<file path="src/rtl/cpu_seq_if.sv">
// Handshake and strobe bundle between the RISC-Bubble sequencer and the fetch unit, register file and ALU.
// The master side is the sequencer; the slave side is the datapath or a testbench.
interface cpu_seq_if #(
   parameter int PC_W = 16
);
   logic            run;
   logic            ins_req;
   logic            ins_ack;
   logic [31:0]     ins;
   logic [PC_W-1:0] pc;
   logic            rf_rd_en;
   logic            rf_wr_en;
   logic [4:0]      rf_wr_addr;
   logic            alu_start;
   logic [2:0]      alu_op;
   logic            alu_done;
   logic            alu_zero;
   logic            busy;
   logic            halted;
   logic            illegal;
   logic            fault;

   modport master (
      input  run, ins_ack, ins, alu_done, alu_zero,
      output ins_req, pc, rf_rd_en, rf_wr_en, rf_wr_addr, alu_start, alu_op,
             busy, halted, illegal, fault
   );

   modport slave (
      output run, ins_ack, ins, alu_done, alu_zero,
      input  ins_req, pc, rf_rd_en, rf_wr_en, rf_wr_addr, alu_start, alu_op,
             busy, halted, illegal, fault
   );
endinterface

</file>
<file path="src/rtl/cpu_seq_ctrl.sv">
// Multi-cycle fetch/decode/execute/write-back sequencer for the RISC-Bubble datapath.
// Optional watchdog on FETCH/EXEC waits is enabled by defining SEQ_TIMEOUT_EN.
//
// state    | meaning
// ---------+---------------------------------------------------------
// S_IDLE   | stopped at an instruction boundary, waiting for run
// S_FETCH  | ins_req high, waiting for ins_ack
// S_DECODE | rf_rd_en pulse, opcode class already latched
// S_EXEC   | alu_start pulse on entry, waiting for alu_done
// S_WB     | rf_wr_en pulse, pc advances by 4 on exit
// S_BRANCH | resolve BEQ/BNE from latched zero flag, update pc on exit
// S_HALT   | absorbing; only rst_n leaves
module cpu_seq_ctrl #(
   parameter int              PC_W     = 16,
   parameter logic [PC_W-1:0] RESET_PC = '0,
   parameter int              TIMEOUT  = 15
) (
   input logic       clk,
   input logic       rst_n,
   cpu_seq_if.master bus
);

   typedef enum logic [2:0] {
      S_IDLE, S_FETCH, S_DECODE, S_EXEC, S_WB, S_BRANCH, S_HALT
   } state_t;

   typedef enum logic [2:0] {
      C_ALU, C_BEQ, C_BNE, C_HALT, C_ILL
   } cls_t;

   state_t          state_q, state_d;
   cls_t            cls_q, cls_d;
   logic [PC_W-1:0] pc_q, pc_d;
   logic [15:0]     imm_q, imm_d;
   logic            zero_q, zero_d;
   logic [2:0]      alu_op_q, alu_op_d;
   logic [4:0]      wr_addr_q, wr_addr_d;
   logic            illegal_q, illegal_d;
   logic            ins_req_q, ins_req_d;
   logic            rd_en_q, rd_en_d;
   logic            wr_en_q, wr_en_d;
   logic            start_q, start_d;
   logic            busy_q, busy_d;
   logic            halted_q, halted_d;

   logic [31:0]     br_off;
   logic [PC_W-1:0] pc_inc;
   logic            taken;
   logic [4:0]      unused_ins;

   assign unused_ins = bus.ins[25:21];
   assign br_off     = {{14{imm_q[15]}}, imm_q, 2'b00};
   assign pc_inc     = pc_q + PC_W'(4);
   assign taken      = ((cls_q == C_BEQ) && zero_q) || ((cls_q == C_BNE) && !zero_q);

`ifdef SEQ_TIMEOUT_EN
   localparam int TW = (TIMEOUT > 1) ? $clog2(TIMEOUT) : 1;
   logic [TW-1:0] tmr_q, tmr_d;
   logic          fault_q, fault_d;
`else
   logic [31:0]   unused_timeout;
   assign unused_timeout = 32'(TIMEOUT);
`endif

   always_comb begin
      state_d   = state_q;
      cls_d     = cls_q;
      pc_d      = pc_q;
      imm_d     = imm_q;
      zero_d    = zero_q;
      alu_op_d  = alu_op_q;
      wr_addr_d = wr_addr_q;
      illegal_d = illegal_q;
`ifdef SEQ_TIMEOUT_EN
      fault_d   = fault_q;
`endif
      case (state_q)
         S_IDLE: if (bus.run) state_d = S_FETCH;
         S_FETCH: begin
            if (bus.ins_ack) begin
               state_d = S_DECODE;
               imm_d   = bus.ins[15:0];
               case (bus.ins[31:26])
                  6'd0, 6'd12: begin cls_d = C_ALU; alu_op_d = 3'd0; wr_addr_d = bus.ins[15:11]; end
                  6'd1, 6'd2:  begin cls_d = C_ALU; alu_op_d = 3'd1; wr_addr_d = bus.ins[20:16]; end
                  6'd10, 6'd15: begin cls_d = C_ALU; alu_op_d = 3'd2; wr_addr_d = bus.ins[15:11]; end
                  6'd4:  begin cls_d = C_BEQ; alu_op_d = 3'd7; end
                  6'd5:  begin cls_d = C_BNE; alu_op_d = 3'd7; end
                  6'd63: cls_d = C_HALT;
                  default: cls_d = C_ILL;
               endcase
            end
`ifdef SEQ_TIMEOUT_EN
            else if (tmr_q == '0) begin
               fault_d = 1'b1;
               state_d = S_HALT;
            end
`endif
         end
         S_DECODE: begin
            case (cls_q)
               C_HALT: state_d = S_HALT;
               C_ILL: begin
                  illegal_d = 1'b1;
                  pc_d      = pc_inc;
                  state_d   = bus.run ? S_FETCH : S_IDLE;
               end
               default: state_d = S_EXEC;
            endcase
         end
         S_EXEC: begin
            // start_q marks the first EXEC cycle, where alu_done is not yet trusted
            if (!start_q && bus.alu_done) begin
               zero_d  = bus.alu_zero;
               state_d = ((cls_q == C_BEQ) || (cls_q == C_BNE)) ? S_BRANCH : S_WB;
            end
`ifdef SEQ_TIMEOUT_EN
            else if (tmr_q == '0) begin
               fault_d = 1'b1;
               state_d = S_HALT;
            end
`endif
         end
         S_WB: begin
            pc_d    = pc_inc;
            state_d = bus.run ? S_FETCH : S_IDLE;
         end
         S_BRANCH: begin
            pc_d    = taken ? (pc_inc + br_off[PC_W-1:0]) : pc_inc;
            state_d = bus.run ? S_FETCH : S_IDLE;
         end
         S_HALT: state_d = S_HALT;
         default: state_d = S_IDLE;
      endcase

      ins_req_d = (state_d == S_FETCH);
      rd_en_d   = (state_d == S_DECODE);
      start_d   = (state_d == S_EXEC) && (state_q != S_EXEC);
      wr_en_d   = (state_d == S_WB);
      busy_d    = (state_d != S_IDLE) && (state_d != S_HALT);
      halted_d  = (state_d == S_HALT);

`ifdef SEQ_TIMEOUT_EN
      if (state_d != state_q)
         tmr_d = TW'(TIMEOUT - 1);
      else if (tmr_q != '0)
         tmr_d = tmr_q - 1'b1;
      else
         tmr_d = tmr_q;
`endif
   end

   always_ff @(posedge clk or negedge rst_n) begin
      if (!rst_n) begin
         state_q   <= S_IDLE;
         cls_q     <= C_ALU;
         pc_q      <= RESET_PC;
         imm_q     <= '0;
         zero_q    <= 1'b0;
         alu_op_q  <= '0;
         wr_addr_q <= '0;
         illegal_q <= 1'b0;
         ins_req_q <= 1'b0;
         rd_en_q   <= 1'b0;
         wr_en_q   <= 1'b0;
         start_q   <= 1'b0;
         busy_q    <= 1'b0;
         halted_q  <= 1'b0;
`ifdef SEQ_TIMEOUT_EN
         tmr_q     <= '0;
         fault_q   <= 1'b0;
`endif
      end else begin
         state_q   <= state_d;
         cls_q     <= cls_d;
         pc_q      <= pc_d;
         imm_q     <= imm_d;
         zero_q    <= zero_d;
         alu_op_q  <= alu_op_d;
         wr_addr_q <= wr_addr_d;
         illegal_q <= illegal_d;
         ins_req_q <= ins_req_d;
         rd_en_q   <= rd_en_d;
         wr_en_q   <= wr_en_d;
         start_q   <= start_d;
         busy_q    <= busy_d;
         halted_q  <= halted_d;
`ifdef SEQ_TIMEOUT_EN
         tmr_q     <= tmr_d;
         fault_q   <= fault_d;
`endif
      end
   end

   assign bus.ins_req    = ins_req_q;
   assign bus.pc         = pc_q;
   assign bus.rf_rd_en   = rd_en_q;
   assign bus.rf_wr_en   = wr_en_q;
   assign bus.rf_wr_addr = wr_addr_q;
   assign bus.alu_start  = start_q;
   assign bus.alu_op     = alu_op_q;
   assign bus.busy       = busy_q;
   assign bus.halted     = halted_q;
   assign bus.illegal    = illegal_q;
`ifdef SEQ_TIMEOUT_EN
   assign bus.fault      = fault_q;
`else
   assign bus.fault      = 1'b0;
`endif

endmodule

</file>
<file path="src/flat_wrapper.sv">
// flat-port wrapper written by rule: the top's interface ports become plain ports
module cpu_seq_ctrl_flat 
#(
   parameter int              PC_W     = 16,
   parameter logic [PC_W-1:0] RESET_PC = '0,
   parameter int              TIMEOUT  = 15
)
  (clk, rst_n, bus_run, bus_ins_ack, bus_ins, bus_alu_done, bus_alu_zero, bus_ins_req, bus_pc, bus_rf_rd_en, bus_rf_wr_en, bus_rf_wr_addr, bus_alu_start, bus_alu_op, bus_busy, bus_halted, bus_illegal, bus_fault);
  cpu_seq_if #(.PC_W(PC_W)) bus_i ();
  input logic clk;
  input logic rst_n;
  input wire logic [$bits(bus_i.run)-1:0] bus_run;
  input wire logic [$bits(bus_i.ins_ack)-1:0] bus_ins_ack;
  input wire logic [$bits(bus_i.ins)-1:0] bus_ins;
  input wire logic [$bits(bus_i.alu_done)-1:0] bus_alu_done;
  input wire logic [$bits(bus_i.alu_zero)-1:0] bus_alu_zero;
  output wire logic [$bits(bus_i.ins_req)-1:0] bus_ins_req;
  output wire logic [$bits(bus_i.pc)-1:0] bus_pc;
  output wire logic [$bits(bus_i.rf_rd_en)-1:0] bus_rf_rd_en;
  output wire logic [$bits(bus_i.rf_wr_en)-1:0] bus_rf_wr_en;
  output wire logic [$bits(bus_i.rf_wr_addr)-1:0] bus_rf_wr_addr;
  output wire logic [$bits(bus_i.alu_start)-1:0] bus_alu_start;
  output wire logic [$bits(bus_i.alu_op)-1:0] bus_alu_op;
  output wire logic [$bits(bus_i.busy)-1:0] bus_busy;
  output wire logic [$bits(bus_i.halted)-1:0] bus_halted;
  output wire logic [$bits(bus_i.illegal)-1:0] bus_illegal;
  output wire logic [$bits(bus_i.fault)-1:0] bus_fault;
  assign bus_i.run = bus_run;
  assign bus_i.ins_ack = bus_ins_ack;
  assign bus_i.ins = bus_ins;
  assign bus_i.alu_done = bus_alu_done;
  assign bus_i.alu_zero = bus_alu_zero;
  assign bus_ins_req = bus_i.ins_req;
  assign bus_pc = bus_i.pc;
  assign bus_rf_rd_en = bus_i.rf_rd_en;
  assign bus_rf_wr_en = bus_i.rf_wr_en;
  assign bus_rf_wr_addr = bus_i.rf_wr_addr;
  assign bus_alu_start = bus_i.alu_start;
  assign bus_alu_op = bus_i.alu_op;
  assign bus_busy = bus_i.busy;
  assign bus_halted = bus_i.halted;
  assign bus_illegal = bus_i.illegal;
  assign bus_fault = bus_i.fault;
  cpu_seq_ctrl #(.PC_W(PC_W), .RESET_PC(RESET_PC), .TIMEOUT(TIMEOUT)) u_core (.clk(clk), .rst_n(rst_n), .bus(bus_i));
endmodule
</file>
<file path="config.mk">
export PLATFORM = sky130hd
export DESIGN_NAME = cpu_seq_ctrl_flat
export DESIGN_NICKNAME = d
export VERILOG_FILES = /design/src/rtl/cpu_seq_if.sv /design/src/rtl/cpu_seq_ctrl.sv /design/src/flat_wrapper.sv
export SDC_FILE = /design/constraint.sdc
export NUM_CORES = 1
export LEC_CHECK = 0
export BUFFER_PORTS_ARGS = -buffer_cell sky130_fd_sc_hd__buf_2
export CORE_UTILIZATION = 49
export DETAILED_ROUTE_END_ITERATION = 10
export PLACE_DENSITY = 0.76
export REMOVE_ABC_BUFFERS = 1
export SLEW_MARGIN = 20
export SYNTH_ARGS = -nofsm -noshare
export SYNTH_HDL_FRONTEND = slang
export SYNTH_SLANG_ARGS = --single-unit
export TNS_END_PERCENT = 20
</file>
<file path="constraint.sdc">
create_clock -name clk -period 2.9 [get_ports clk]
set_clock_uncertainty 0.15 [all_clocks]
set_input_delay 0.725 -clock clk [delete_from_list [all_inputs] [get_ports clk]]
set_output_delay 0.725 -clock clk [all_outputs]
set_load 0.01 [all_outputs]
</file>
### Word level (Yosys, flattened, before mapping)

Cells that the tools add are included.

| word-level totals | value |
|---|---|
| register bits | 52 |
| input port bits | 38 |
| output and inout bits | 32 |
| word-level logic and storage cells | 83 |

| operators by class | value |
|---|---|
| add/subtract/negate cells | 2 |
| equal/unequal tests | 26 |
| muxes and demuxes | 13 |
| reductions and logical operators | 28 |

Operator list:

| operator | number |
|---|---|
| $pmux 16 s3 | 1 |
| $mux 16 | 2 |
| $pmux 3 s4 | 2 |
| $eq 3x2->1 const B | 6 |
| $eq 3x3->1 const B | 6 |
| $eq 6x4->1 const B | 3 |
| $pmux 3 s6 | 1 |
| $add 16x16->16 | 1 |
| $add 16x3->16 const B | 1 |
| $eq 6x3->1 const B | 2 |
| $pmux 5 s2 | 1 |
| $reduce_or 2->1 | 5 |
| $eq 3x1->1 const B | 3 |
| $mux 3 | 3 |
| $reduce_and 2->1 | 4 |
| $eq 6x1->1 const B | 1 |
| $eq 6x2->1 const B | 1 |
| $eq 6x6->1 const B | 1 |
| $logic_not 6->1 | 1 |
| $pmux 3 s2 | 1 |
| $reduce_and 3->1 | 2 |
| $reduce_bool 3->1 | 2 |
| $reduce_or 6->1 | 1 |
| $logic_and 1x1->1 | 5 |
| 10 further kinds | 13 |

### Logic depth before layout (Yosys ltp)

| depth | value |
|---|---|
| word-level depth | 7 |
| depth in mapped cells | 13 |
| gate-level depth less buffers | 13 |

### Worst setup path before layout

No wires, ideal clock.

| timing path | value |
|---|---|
| path kind | register to register |
| from | register u_core.pc_q[2] (netlist: u_core.bus.pc[2]) |
| to | register u_core.pc_q[15] (netlist: u_core.bus.pc[15]) |
| setup time | 80 ps |
| data arrival time | 2683 ps |
| data required time | 2670 ps |
| slack | -13 ps |
| stages on the path, launching flop included | 14 |
| path buffers | 1 |
| clock period less this slack | 2913 ps |
| cells stage by stage | dfrtp_1 ha_1 nand2_1 nor2_1 nand2_1 xnor2_1 ha_1 clkbuf_1 a21o_1 a31o_2 o21a_1 a211oi_2 mux2i_1 xnor2_1 |

| on the way | value |
|---|---|
| longest elaborated chain between the ends | 4 |
| elaborated cells on any way between the ends | 5 |
| those cells by class | 2 x add/sub; 3 x mux |

Ends and longest elaborated chain:

| what | line | source |
|---|---|---|
| start: declaration | cpu_seq_ctrl.sv:33 | `logic [PC_W-1:0] pc_q, pc_d;` |
| start signal: assignment | cpu_seq_ctrl.sv:176 | `pc_q <= pc_d;` |
| $add 16x3->16 * | cpu_seq_ctrl.sv:53 | `assign pc_inc = pc_q + PC_W'(4);` |
| $add 16x16->16 | cpu_seq_ctrl.sv:129 | `pc_d = taken ? (pc_inc + br_off[PC_W-1:0]) : pc_inc;` |
| $mux 16 | cpu_seq_ctrl.sv:129 |  |
| $pmux 16 s3 * | cpu_seq_ctrl.sv:77 | `case (state_q)` |

Every way passes the cells marked *; elsewhere a longest branch is shown, timed or not. The select of a mux whose other input is x is not followed.
A chain may end at the register's enable or synchronous reset.

### Final worst setup path

| timing path | value |
|---|---|
| from | register u_core.pc_q[7] (netlist: u_core.bus.pc[7]) |
| to | register u_core.pc_q[15] (netlist: u_core.bus.pc[15]) |

The elaborated chain is that of the path after synthesis.

==> run_results.csv <==
group,metric,value,unit
status,status,"finished, final reports clean",
setup_path,cp_max_fo,4,
timing,whs,0.179,ns
final_layout,drive_gt1_share,28.7,%
setup_path,path_cells,"and3_4 > nand2_4 > nor3_4 > nand3_2 > xnor2_2 > ha_1 > nand2_1 > o21a_1 > and3_1 > a211oi_2 > mux2i_1 > xnor2_1",
final_layout,layout.nets,510,
setup_path,cp_data_required_time,2.98,ns
placed_design,place_ws,-0.0185,ns
yosys,synth.most_common_cell,"nand2_1",
drt,first_pass_iters,4,
setup_path,path_class,"flop to flop",
cts,cts-buffers-inserted,5,
yosys,yosysSeqAreaShare,39.2,%
placed_design,gp_congestion,0.837,
global_routing,grt_usage,24.3,%
global_routing,grt_pass1_vias,2758,
yosys,synth.avg_cell_area,8.63,sq um
timing,setup_viol,0,
power_and_ir_drop,p_leak,2.04,nW
global_routing,grt_pass1_wl,12.5,mm
final_layout,n_antenna_cell,0,
cts,clock_latency,0.31,ns
setup_path,crit_buf_inv,0,
placed_design,portBuffers,61,
power_and_ir_drop,power_density,1050,nW/um^2
timing,min_period_over_period,97.6,%
flow_run,max_cap_violations,0,
cts,cts_htree_levels,2,
yosys,synth_edf_count,0,
drt,num_vias,2926,
yosys,ys_top_cells_by_count,"nand2_1 (79), dfrtp_1 (50), a21oi_1 (30)",
setup_path,rr_worst_depth,12,
setup_path,cpMaxStageDelayCell,"dfrtp_1",
yosys,syn_area,3190,sq um
cts,clockRootBuffer,"clkbuf_8",
timing,rsz0062_at_grt,"yes",
timing,finalWorstSetupSlack,0.0706,ns
drt,antenna_left,0,
setup_path,slowest_delay,0.37,ns
setup_path,crit_path_end_kind,"flop",
die,dieArea,6840,sq um
yosys,ys_top_cells_by_area,"dfrtp_1 (39%), nand2_1 (9.3%), ha_1 (7.4%), a21oi_1 (4.7%), xnor2_1 (3.6%)",
global_routing,antenna_found_initial,0,
placed_design,placedCellCount,518,
die,num_io_pins,70,
final_layout,instances_no_fill,530,
timing,max_freq,353,MHz
final_layout,postLayoutCellArea,3960,sq um
placed_design,hpwlAfterDp,5.57,mm
yosys,syn_inst,370,
die,start_util,50.6,%
yosys,ys_types,54,
cts,clk_pin_slew,0.10,ns
global_routing,overflow,0,
cts,cts_max_path_buffers,2,
setup_path,cp_top_family,"simple AND/OR/NAND/NOR gates",
timing,maxSlewViolCount,0,
drt,wl,7.53,mm
timing,worstMarginPinSlew,0.638,ns
die,core_area,6310,sq um
drt,drt_iter0_drc,154,
timing,hold_viol,0,
global_routing,grt_max_degree,21,
yosys,yosys_warnings,0,
setup_path,cp.arrival,2.91,ns
die,fp-row-count,29,
power_and_ir_drop,vdd_drop_max,0.531,mV
yosys,synth_top_cell_by_area,"dfrtp_1",
yosys,synth_top_area_share,39.2,%
hold_path,hp-class,"primary input to asynchronous set/reset pin",
yosys,synth-seq-cells,50,
setup_path,ff2ff_setup_slack,0.07,ns
drt,drc,0,
final_layout,area_growth,24.1,%
setup_path,cp-start-kind,"flop",
drt,wl_per_cell,14.2,microns
timing,slew_headroom,57.2,%
drt,viasPerCell,5.52,
cts,clkSinkCount,50,
die,fp.dieH,82.7,microns
setup_path,timing.rr.end,"u_core.bus.pc[15]",
setup_path,rr_startpoint,"u_core.bus.pc[7]",
cts,cts_tree,"done",
cts,hold_buffers,0,
yosys,synth-async-reset-ratio,100,%
yosys,ys.flop_type,"dfrtp_1",
timing,min_period,2.83,ns
power_and_ir_drop,total_power,4.16,mW
die,die_w,82.7,microns
placed_design,placed_area,3710,sq um
[report_power, final]
part / leakage [nW] / switching, mW / internal [mW] / total (mW)
clock network: 0.0585 / 0.250 / 0.259 / 0.509
logic: 1.37 / 1.29 / 1.10 / 2.39
registers: 0.611 / 0.267 / 0.998 / 1.26
total: 2.04 / 1.81 / 2.35 / 4.16
[logic make-up (layout without fill, tap and decap cells)]
logic type	count (synthesis)	count (layout)	synth area share, %
mux	8	8	2.55
buf+inv	24	105	3.53
flops	50	50	39.2
xor+xnor	23	23	6.31
other cells	1	3	0.117
fa+ha+maj	20	20	8.07
compound gates	90	90	17.4
simple gates	154	154	22.8
[worst max-delay path by stage]
stage / start / endpoint / slack (ns) / cells past startpoint
3_5_place_dp: u_core.bus.pc[2] / u_core.bus.pc[15] / -0.02 / 11
2_1_floorplan: u_core.bus.pc[2] / u_core.bus.pc[15] / 0.06 / 12
3_3_place_gp: u_core.bus.pc[2] / u_core.bus.pc[15] / 0.02 / 11
6_report: u_core.bus.pc[7] / u_core.bus.pc[15] / 0.07 / 12
5_1_grt: u_core.bus.pc[3] / u_core.bus.pc[15] / -0.05 / 11
4_1_cts: u_core.bus.pc[2] / u_core.bus.pc[15] / -0.008 / 11
[cell type report]
class                           instances  area (sq um)
Clock buffer                            5          68.8
Clock inverter                          3          43.8
Fill cell                             551          2350
Inverter                                6          22.5
Multi-Input combinational cell        298          1940
Sequential cell                        50          1260
Tap cell                               77          96.3
Timing Repair Buffer                   91           531
[repair_timing]
| item | in CTS | in global routing |
|---|---|---|
| buffers inserted | 0 | 4 |
| pin swaps | 0 | 15 |
| gates resized for setup | 4 | 22 |
| endpoints found under the setup margin | 3 | 6 |
| gates cloned | 0 | 0 |
[per-layer routing]
layer / vias to the layer above / wire (microns) / track usage [%]
li1: 1456 / - / -
met1: 1400 / 3490 / 31.6
met2: 60 / 3610 / 41.1
met3: 10 / 315 / 3.85
met4: 0 / 112 / 7.93
met5: - / 0 / 0
[flip-flops by register name (all words and copies together) (netlist names)]
signal	count
u_core.imm_q	14
u_core.bus.rf_wr_en	1
u_core.bus.busy	1
u_core.bus.illegal	1
u_core.zero_q	1
u_core.bus.rf_wr_addr	5
u_core.bus.alu_op	3
u_core.bus.halted	1
u_core.cls_q	3
u_core.state_q	3
u_core.bus.alu_start	1
u_core.bus.pc	14
u_core.bus.ins_req	1
u_core.bus.rf_rd_en	1
[per-stage QoR]
stage               utilization [%]  setup TNS (ns)
finish                         62.8               0
global route                   62.8          -0.127
CTS                            60.9        -0.00797
detailed placement             58.7         -0.0185
global placement               58.7               0
floorplan                         -               0
[cell usage in the layout (no fill, tap or decap), drive strengths merged, types with 6 or more instances in the layout]
cell type  Yosys  layout
xnor2         13      13
inv            6       7
nor2          19      19
xor2          10      10
a21oi         30      30
nand2b         6       6
dfrtp         50      50
ha            19      19
a21o           8       8
buf           13      91
nand3         16      16
nand2         79      79
and3           7       7
mux2i          7       7
o21ai         23      23
No activity file was read; power rests on OpenSTA's default activity.
